<file path="config.mk">
export PLATFORM = sky130hd
export DESIGN_NAME = trace_logger
export DESIGN_NICKNAME = d
export VERILOG_FILES = /design/src/rtl/trace_logger.sv
export SDC_FILE = /design/constraint.sdc
export NUM_CORES = 1
export LEC_CHECK = 0
export CORE_MARGIN = 4
export CORE_UTILIZATION = 35
export CTS_CLUSTER_DIAMETER = 200
export DETAILED_ROUTE_END_ITERATION = 6
export PLACE_DENSITY = 0.77
export SETUP_SLACK_MARGIN = 0.1
export SYNTH_ARGS = -nofsm -noshare
export SYNTH_HDL_FRONTEND = slang
export SYNTH_SLANG_ARGS = --single-unit
</file>
<file path="constraint.sdc">
create_clock -name CLK_I -period 2.05 [get_ports CLK_I]
set_input_delay 0.41 -clock CLK_I [delete_from_list [all_inputs] [get_ports CLK_I]]
set_output_delay 0.41 -clock CLK_I [all_outputs]
set_load 0.05 [all_outputs]
</file>
<file path="src/rtl/trace_logger.sv">
// trace_logger: ring-buffer trace capture front end.
// The logger owns the read/write pointers of a TRB_DEPTH-entry ring that lives
// in an external controller. Writes are zero-latency strobes (WRITE_O/DATA_O).
// Stream mode fills until full and flags refused data as overflow; trigger mode
// keeps overwriting the oldest entry until a trigger plus a programmable number
// of post-trigger beats have been captured, then freezes the buffer for readout.
module trace_logger #(
  parameter int TRB_WIDTH      = 32,
  parameter int TRB_DEPTH      = 64,
  parameter int TRB_ADDR_WIDTH = $clog2(TRB_DEPTH)
) (
  input  logic                      CLK_I,
  input  logic                      RST_I,
  input  logic                      MODE_I,
  input  logic                      TRG_EVENT_I,
  input  logic [TRB_ADDR_WIDTH-1:0] TRG_DELAY_I,
  input  logic [TRB_WIDTH-1:0]      DATA_I,
  input  logic                      VALID_I,
  output logic                      READY_O,
  input  logic                      RW_TURN_I,
  input  logic                      WRITE_ALLOW_I,
  input  logic                      READ_ALLOW_I,
  output logic [TRB_ADDR_WIDTH-1:0] READ_PTR_O,
  output logic [TRB_ADDR_WIDTH-1:0] WRITE_PTR_O,
  output logic                      WRITE_O,
  output logic [TRB_WIDTH-1:0]      DATA_O,
  output logic                      FULL_O,
  output logic                      EMPTY_O,
  output logic                      DONE_O,
  output logic                      OVERFLOW_O
);

  localparam logic [TRB_ADDR_WIDTH-1:0] PTR_ONE = TRB_ADDR_WIDTH'(1);
  localparam logic [TRB_ADDR_WIDTH-1:0] PTR_ZERO = '0;

  typedef enum logic [1:0] {
    ST_STREAM = 2'd0,
    ST_ARMED  = 2'd1,
    ST_POST   = 2'd2,
    ST_DONE   = 2'd3
  } state_t;

  state_t                    state_q, state_d;
  logic [TRB_ADDR_WIDTH-1:0] rd_ptr_q, rd_ptr_d;
  logic [TRB_ADDR_WIDTH-1:0] wr_ptr_q, wr_ptr_d;
  logic [TRB_ADDR_WIDTH-1:0] cnt_q, cnt_d;
  logic                      ovf_q, ovf_d;
  logic                      mode_q;

  logic                      mode_chg;
  logic                      full, empty;
  logic                      side_ok;
  logic                      ready;
  logic                      accept;
  logic                      rd_ok;
  logic [TRB_ADDR_WIDTH-1:0] wr_ptr_inc, rd_ptr_inc;

  // Pointer arithmetic: the ring is a power of two, so the natural
  // TRB_ADDR_WIDTH-bit overflow implements the wrap to 0.
  assign wr_ptr_inc = wr_ptr_q + PTR_ONE;
  assign rd_ptr_inc = rd_ptr_q + PTR_ONE;

  // One slot is sacrificed so that full and empty stay distinguishable.
  assign empty = (rd_ptr_q == wr_ptr_q);
  assign full  = (wr_ptr_inc == rd_ptr_q);

  // A mode flip is treated like a soft reset into the new mode's start state.
  assign mode_chg = (MODE_I != mode_q);

  // The logger side may only touch the ring on its turn with the controller's
  // blessing. Reset also blocks it so no stray write escapes during RST_I.
  assign side_ok = !RW_TURN_I && WRITE_ALLOW_I && !RST_I;

  // Readout is controller-driven and only meaningful when something is stored.
  assign rd_ok = !RW_TURN_I && READ_ALLOW_I && !empty;

  // Ready: stream mode stalls when full; trigger mode overwrites until done.
  always_comb begin
    ready = 1'b0;
    if (side_ok) begin
      unique case (state_q)
        ST_STREAM: ready = !full;
        ST_DONE:   ready = 1'b0;
        default:   ready = 1'b1;
      endcase
    end
  end

  assign accept = VALID_I && ready;

  // Next-state, pointer, post-trigger counter and overflow logic.
  always_comb begin
    state_d  = state_q;
    rd_ptr_d = rd_ptr_q;
    wr_ptr_d = wr_ptr_q;
    cnt_d    = cnt_q;
    ovf_d    = ovf_q;

    if (accept) wr_ptr_d = wr_ptr_inc;

    unique case (state_q)
      ST_STREAM: begin
        // Reads and writes may both advance in the same cycle.
        if (rd_ok) rd_ptr_d = rd_ptr_inc;
        // Refused stream data is recorded; it stays set until reset/mode change.
        if (VALID_I && side_ok && full) ovf_d = 1'b1;
      end

      ST_ARMED: begin
        // Pre-trigger history: drop the oldest entry to make room.
        if (accept && full) rd_ptr_d = rd_ptr_inc;
        // A beat accepted alongside the trigger is still pre-trigger history.
        if (TRG_EVENT_I) begin
          if (TRG_DELAY_I == PTR_ZERO) begin
            state_d = ST_DONE;
          end else begin
            cnt_d   = TRG_DELAY_I;
            state_d = ST_POST;
          end
        end
      end

      ST_POST: begin
        if (accept) begin
          if (full) rd_ptr_d = rd_ptr_inc;
          cnt_d = cnt_q - PTR_ONE;
          if (cnt_q == PTR_ONE) state_d = ST_DONE;
        end
      end

      ST_DONE: begin
        // Capture is frozen; the controller drains it at its own pace.
        if (rd_ok) rd_ptr_d = rd_ptr_inc;
      end

      default: state_d = ST_STREAM;
    endcase
  end

  // State register; reset and mode changes both restart from a clean ring.
  always_ff @(posedge CLK_I) begin
    if (RST_I || mode_chg) begin
      state_q  <= MODE_I ? ST_STREAM : ST_ARMED;
      mode_q   <= MODE_I;
      rd_ptr_q <= '0;
      wr_ptr_q <= '0;
      cnt_q    <= '0;
      ovf_q    <= 1'b0;
    end else begin
      state_q  <= state_d;
      rd_ptr_q <= rd_ptr_d;
      wr_ptr_q <= wr_ptr_d;
      cnt_q    <= cnt_d;
      ovf_q    <= ovf_d;
    end
  end

  assign READY_O     = ready;
  assign WRITE_O     = accept;
  assign DATA_O      = DATA_I;
  assign READ_PTR_O  = rd_ptr_q;
  assign WRITE_PTR_O = wr_ptr_q;
  assign FULL_O      = full;
  assign EMPTY_O     = empty;
  assign DONE_O      = (state_q == ST_DONE);
  assign OVERFLOW_O  = ovf_q;

endmodule

</file>
; After elaboration in Yosys (flattened, before gate mapping)
; Index checks and enable logic that the tools add are counted.
[totals]
reg_bits = 22
latch_bits = 0
mem_bits_rw = 0
mem_bits_ro = 0
inputBits = 46
mem_count = 0
[op_classes]
n_addsub = 3
n_mul = 0
div = 0
order_cmp = 0
n_eq_ne = 16
shift = 0
muxes = 18
bitwise_logic = 0
n_reduce_logical = 22
[ops]
columns = op, n
row1 = $mux 6, 7
row2 = $pmux 6 s3, 1
row3 = $add 6x1->6 const B, 2
row4 = $eq 6x6->1, 2
row5 = $pmux 6 s2, 1
row6 = $reduce_and 4->1, 3
row7 = $ne 2x2->1 const B, 5
row8 = $ne 3x3->1 const B, 3
row9 = $logic_and 1x1->1, 8
row10 = $mux 2, 4
row11 = $eq 6x1->1 const B, 1
row12 = $logic_not 6->1, 1
row13 = $sub 6x1->6 const B, 1
row14 = $eq 2x2->1 const B, 2
row15 = $logic_not 1->1, 4
row16 = $pmux 2 s2, 1
row17 = $mux 1, 3
row18 = $reduce_bool 3->1, 1
row19 = $eq 2x1->1 const B, 1
row20 = $logic_not 2->1, 1
row21 = $ne 2x1->1 const B, 1
row22 = $pmux 1 s2, 1
row23 = $reduce_and 2->1, 1
row24 = $reduce_bool 2->1, 1
row25 = 3 further kinds, 3

; Longest topological paths before layout
[depth]
word_depth = 9
depth_mapped = 9

; Worst setup path before layout
; Ideal clock, no wire load.
[synth_path]
path_type = flip-flop to output port
start = register wr_ptr_q[0] (netlist: WRITE_PTR_O[0])
end = output port READY_O
arrival_time_ns = 2.685
required_time_ns = 1.640
path_slack_ns = -1.045
path_stages_with_launch = 8
path_buffers = 0
cell_sequence = dfxtp_1 > ha_1 > xnor2_1 > o211a_1 > o211ai_1 > nor2_1 > nor2b_1 > o211a_1
[synth_between]
elab_chain_len = 5
[synth_rtl]
columns = element, line_no
row1 = start: declaration, 45  ; logic [TRB_ADDR_WIDTH-1:0] wr_ptr_q, wr_ptr_d;
row2 = start signal: assignment, 152  ; wr_ptr_q <= wr_ptr_d;
row3 = $add 6x1->6, 60  ; assign wr_ptr_inc = wr_ptr_q + PTR_ONE;
row4 = net wr_ptr_inc[1], 56  ; logic [TRB_ADDR_WIDTH-1:0] wr_ptr_inc, rd_ptr_inc;
row5 = $eq 6x6->1, 65  ; assign full = (wr_ptr_inc == rd_ptr_q);
row6 = net FULL_O, 27  ; output logic FULL_O,
row7 = $logic_not 1->1, 82  ; ST_STREAM: ready = !full;
row8 = $pmux 1 s2, 81  ; unique case (state_q)
row9 = $mux 1, 80  ; if (side_ok) begin
row10 = end: declaration, 19  ; output logic READY_O,
; The timed path passes the listed nets, and every way through them passes these cells.

; Worst setup path in the final report
[layout_path]
start = register wr_ptr_q[0] (netlist: WRITE_PTR_O[0])
end = output port READY_O
[layout_between]
elab_chain_len = 5
[layout_rtl]
columns = element, line_no
row1 = $add 6x1->6, 60
row2 = net wr_ptr_inc[1], 56
row3 = $eq 6x6->1, 65
row4 = $logic_not 1->1, 82
row5 = $pmux 1 s2, 81
row6 = $mux 1, 80
; The timed path passes the listed nets, and every way through them passes these cells.

==> impl_metrics.csv <==
group,metric,value,unit
floorplan,die_area,6150,µm²
timing,hold_violations,0,
cells_and_area,antenna_cells,0,
worst_setup_path,cp-start-kind,"flip-flop",
global_routing,met1_usage,20.2,%
global_routing,grt_max_degree,14,
clocking,cts_max_path_buffers,2,
global_routing,grt_antenna_before_repair,0,
yosys,synth_edf_count,3,
yosys,synth_warnings,0,
detailed_routing,postRouteAntennaNets,0,
cells_and_area,final_nets,321,
worst_setup_path,required,1.64,ns
clocking,path_clk_slew,0.09,ns
clocking,cts_tree,"done",
placed_design,place_inst,322,
detailed_routing,wirelength,5320,µm
global_routing,grt-busiest-layer,"met2",
floorplan,start_util,36.5,%
timing,min_period_over_period,114,%
timing,rsz0062_at_grt,"true",
floorplan,core.rowCount,25,
worst_setup_path,critPathArrivalTime,1.94,ns
floorplan,core-area,4750,µm²
job,maxCapViolCount,0,
placed_design,gp_congestion,0.866,
worst_hold_path,worstHoldPathType,"reg2reg",
yosys,yosysTopAreaCell,"dfxtp_1",
cells_and_area,design_area,2710,µm²
clocking,insertion_delay,0.27,ns
run_status,violations,"negative setup slack",
placed_design,dpl.hpwl,3540,µm
timing,worst_slack,-0.296,ns
worst_setup_path,worstSetupPathType,"reg2out",
global_routing,grt_pass1_vias,1780,
detailed_routing,drt-wirelength-per-cell,16.0,µm
clocking,numCtsBuffers,3,
worst_setup_path,reg2reg_slack,-0.06,ns
timing,worst-slew-pin-transition,0.511,ns
detailed_routing,vias,1812,
power,p_leak,1.18,nW
yosys,avgSynthCellArea,8.07,µm²
yosys,ys_ff_latch,22,
clocking,cts_root_buf,"clkbuf_8",
clocking,cts.hold.buffers_added,0,
clocking,clkSinkCount,22,
detailed_routing,drt_iter0_drc,138,
detailed_routing,drc,0,
timing,finClkSkew,0.00772,ns
timing,timing.fmax,426,MHz
placed_design,dpl-instance-area,2340,µm²
placed_design,port_buffers,31,
global_routing,grt_pass1_wl,8480,µm
worst_setup_path,end_kind,"output port",
run_status,status,"finished, violations left",
detailed_routing,via_per_inst,5.44,
yosys,synth_fp_nets,269,
detailed_routing,dr.pass1.iters,5,
global_routing,overflow,0,
yosys,syn_area,1740,µm²
power,ir_drop,0.000336,V
yosys,synth_area_leaders,"dfxtp_1, buf_4, ha_1, a21oi_1, edfxtp_1",
placed_design,place_ws,-0.362,ns
cells_and_area,layout-drive-gt1-share,45.1,%
yosys,async_reset_ff_share,0,%
yosys,syn_inst,215,
global_routing,grt_use_total,17.1,%
cells_and_area,num-fill-cells,394,
timing,slew-limit-headroom,65.9,%
cells_and_area,area_growth,55.9,%
timing,fin_crit,2.35,ns
global_routing,grt_use_met2,30.7,%
yosys,synth_cell_types,46,
yosys,yosysSeqAreaShare,27.1,%
worst_setup_path,path_max_fanout,4,
cells_and_area,finalNonFillerCells,333,
floorplan,chipHeight,78.4,µm
global_routing,use_met3,3.33,%
floorplan,io-pin-count,96,
cells_and_area,multi_input_area,1210,µm²
timing,final-setup-viol-count,9,
cells_and_area,ff_latch_area,500,µm²
floorplan,die_w,78.4,µm
clocking,cts_max_level,1,
timing,slew_viol_final,0,
yosys,synth.top_cell.area_share,21.9,%
power,power.density,594,nW/µm²
yosys,synth_ff_type,"dfxtp_1",
final timing paths:
kind / from / end / cells after the start
max: WRITE_PTR_O[0]$_SDFFE_PN0P_ / READY_O / 8
min: OVERFLOW_O$_SDFFE_PN0P_ / OVERFLOW_O$_SDFFE_PN0P_ / 2
max reg2reg: READ_PTR_O[2]$_SDFFE_PN0P_ / cnt_q[4]$_SDFFE_PN0P_ / 9
min reg2reg: OVERFLOW_O$_SDFFE_PN0P_ / OVERFLOW_O$_SDFFE_PN0P_ / 2
layout by cell type, fill, tap and decap left out, types with 7 or more instances in the layout:
master,synthesis,routed
inv_1,11,9
clkdlybuf4s50_1,0,12
nor2_1,13,11
dfxtp_1,19,7
a21oi_1,18,14
o31ai_1,9,7
dlymetal6s2s_1,0,8
buf_4,32,56
nand2_1,10,10
critical path: stages (launching register included):
cell,delay [ns]
dfxtp_4,0.37
ha_4,0.27
xnor2_2,0.10
o211a_1,0.17
o211ai_1,0.16
nor2_4,0.15
nor2b_2,0.05
o211a_4,0.23
buf_12,0.14
cell usage after synthesis (2+ instances only):
cell type	count
or4_1	4
dfxtp_1	19
ha_1	8
o311ai_0	4
nand2_1	10
o21ai_0	9
o31ai_1	9
and2_1	2
nor3_1	7
nor2b_1	2
or3_1	4
o22ai_1	2
and3_1	4
a21oi_1	18
a31oi_1	2
nand3_1	6
nor4_1	2
mux2i_1	3
o211a_1	3
clkbuf_1	6
inv_1	11
edfxtp_1	3
buf_4	32
nor2_1	13
xor2_1	5
o211ai_1	3
xnor2_1	5
sequential cells by signal, summed over array words and instances, names as in the netlist:
register / count
READ_PTR_O: 6
WRITE_PTR_O: 6
cnt_q: 6
state_q: 2
OVERFLOW_O: 1
mode_q: 1
cells by family (layout without fill, tap and decap cells):
logic type	Yosys count	in the layout	synth area share, %
compound gates	60	60	23.3
mux	3	3	1.73
simple gates	60	60	18.4
fa+ha+maj	8	8	5.77
flops	22	22	27.1
xor+xnor	10	10	5.05
buf+inv	52	103	18.7
power by group:
part | total [mW] | internal, mW | switching, mW
clock | 0.418 | 0.261 | 0.157
sequential | 0.479 | 0.455 | 0.0241
combinational | 0.710 | 0.322 | 0.388
final cells by class:
class / instances / share of cell area (%)
multi-input combinational: 141 / 44.7
clock inverter: 1 / 1.11
inverter: 11 / 1.53
tap: 67 / 3.10
clock buffer: 3 / 1.53
sequential: 22 / 18.5
timing repair buffer: 88 / 29.5
timing repair:
item / 4_1_cts / 5_1_grt
pin swaps: 14 / 2
hold endpoints to repair: 0 / 0
resized for setup: 36 / 29
endpoints found under the setup margin: 28 / 27
buffers inserted: 8 / 0
per-stage QoR:
step           hold WS (ns)  util, %  setup TNS [ns]  power (mW)
2_1_floorplan         0.471        -          -0.306       0.984
3_3_place_gp          0.454     49.3           -4.14        1.05
4_1_cts               0.475     54.7          -0.820        1.56
3_5_place_dp          0.454     49.3           -4.93        1.07
6_report              0.473     56.9           -1.08        1.61
5_1_grt               0.490     56.9           -2.17        1.68
routing by layer:
| metal | vias up | part of all wire (%) | wire (µm) |
|---|---|---|---|
| li1 | 847 | - | - |
| met1 | 873 | 40 | 2120 |
| met2 | 80 | 52 | 2780 |
| met3 | 12 | 6.7 | 359 |
| met4 | 0 | 1.2 | 63 |
| met5 | - | 0 | 0 |
Power figures use the tool's default switching activity.
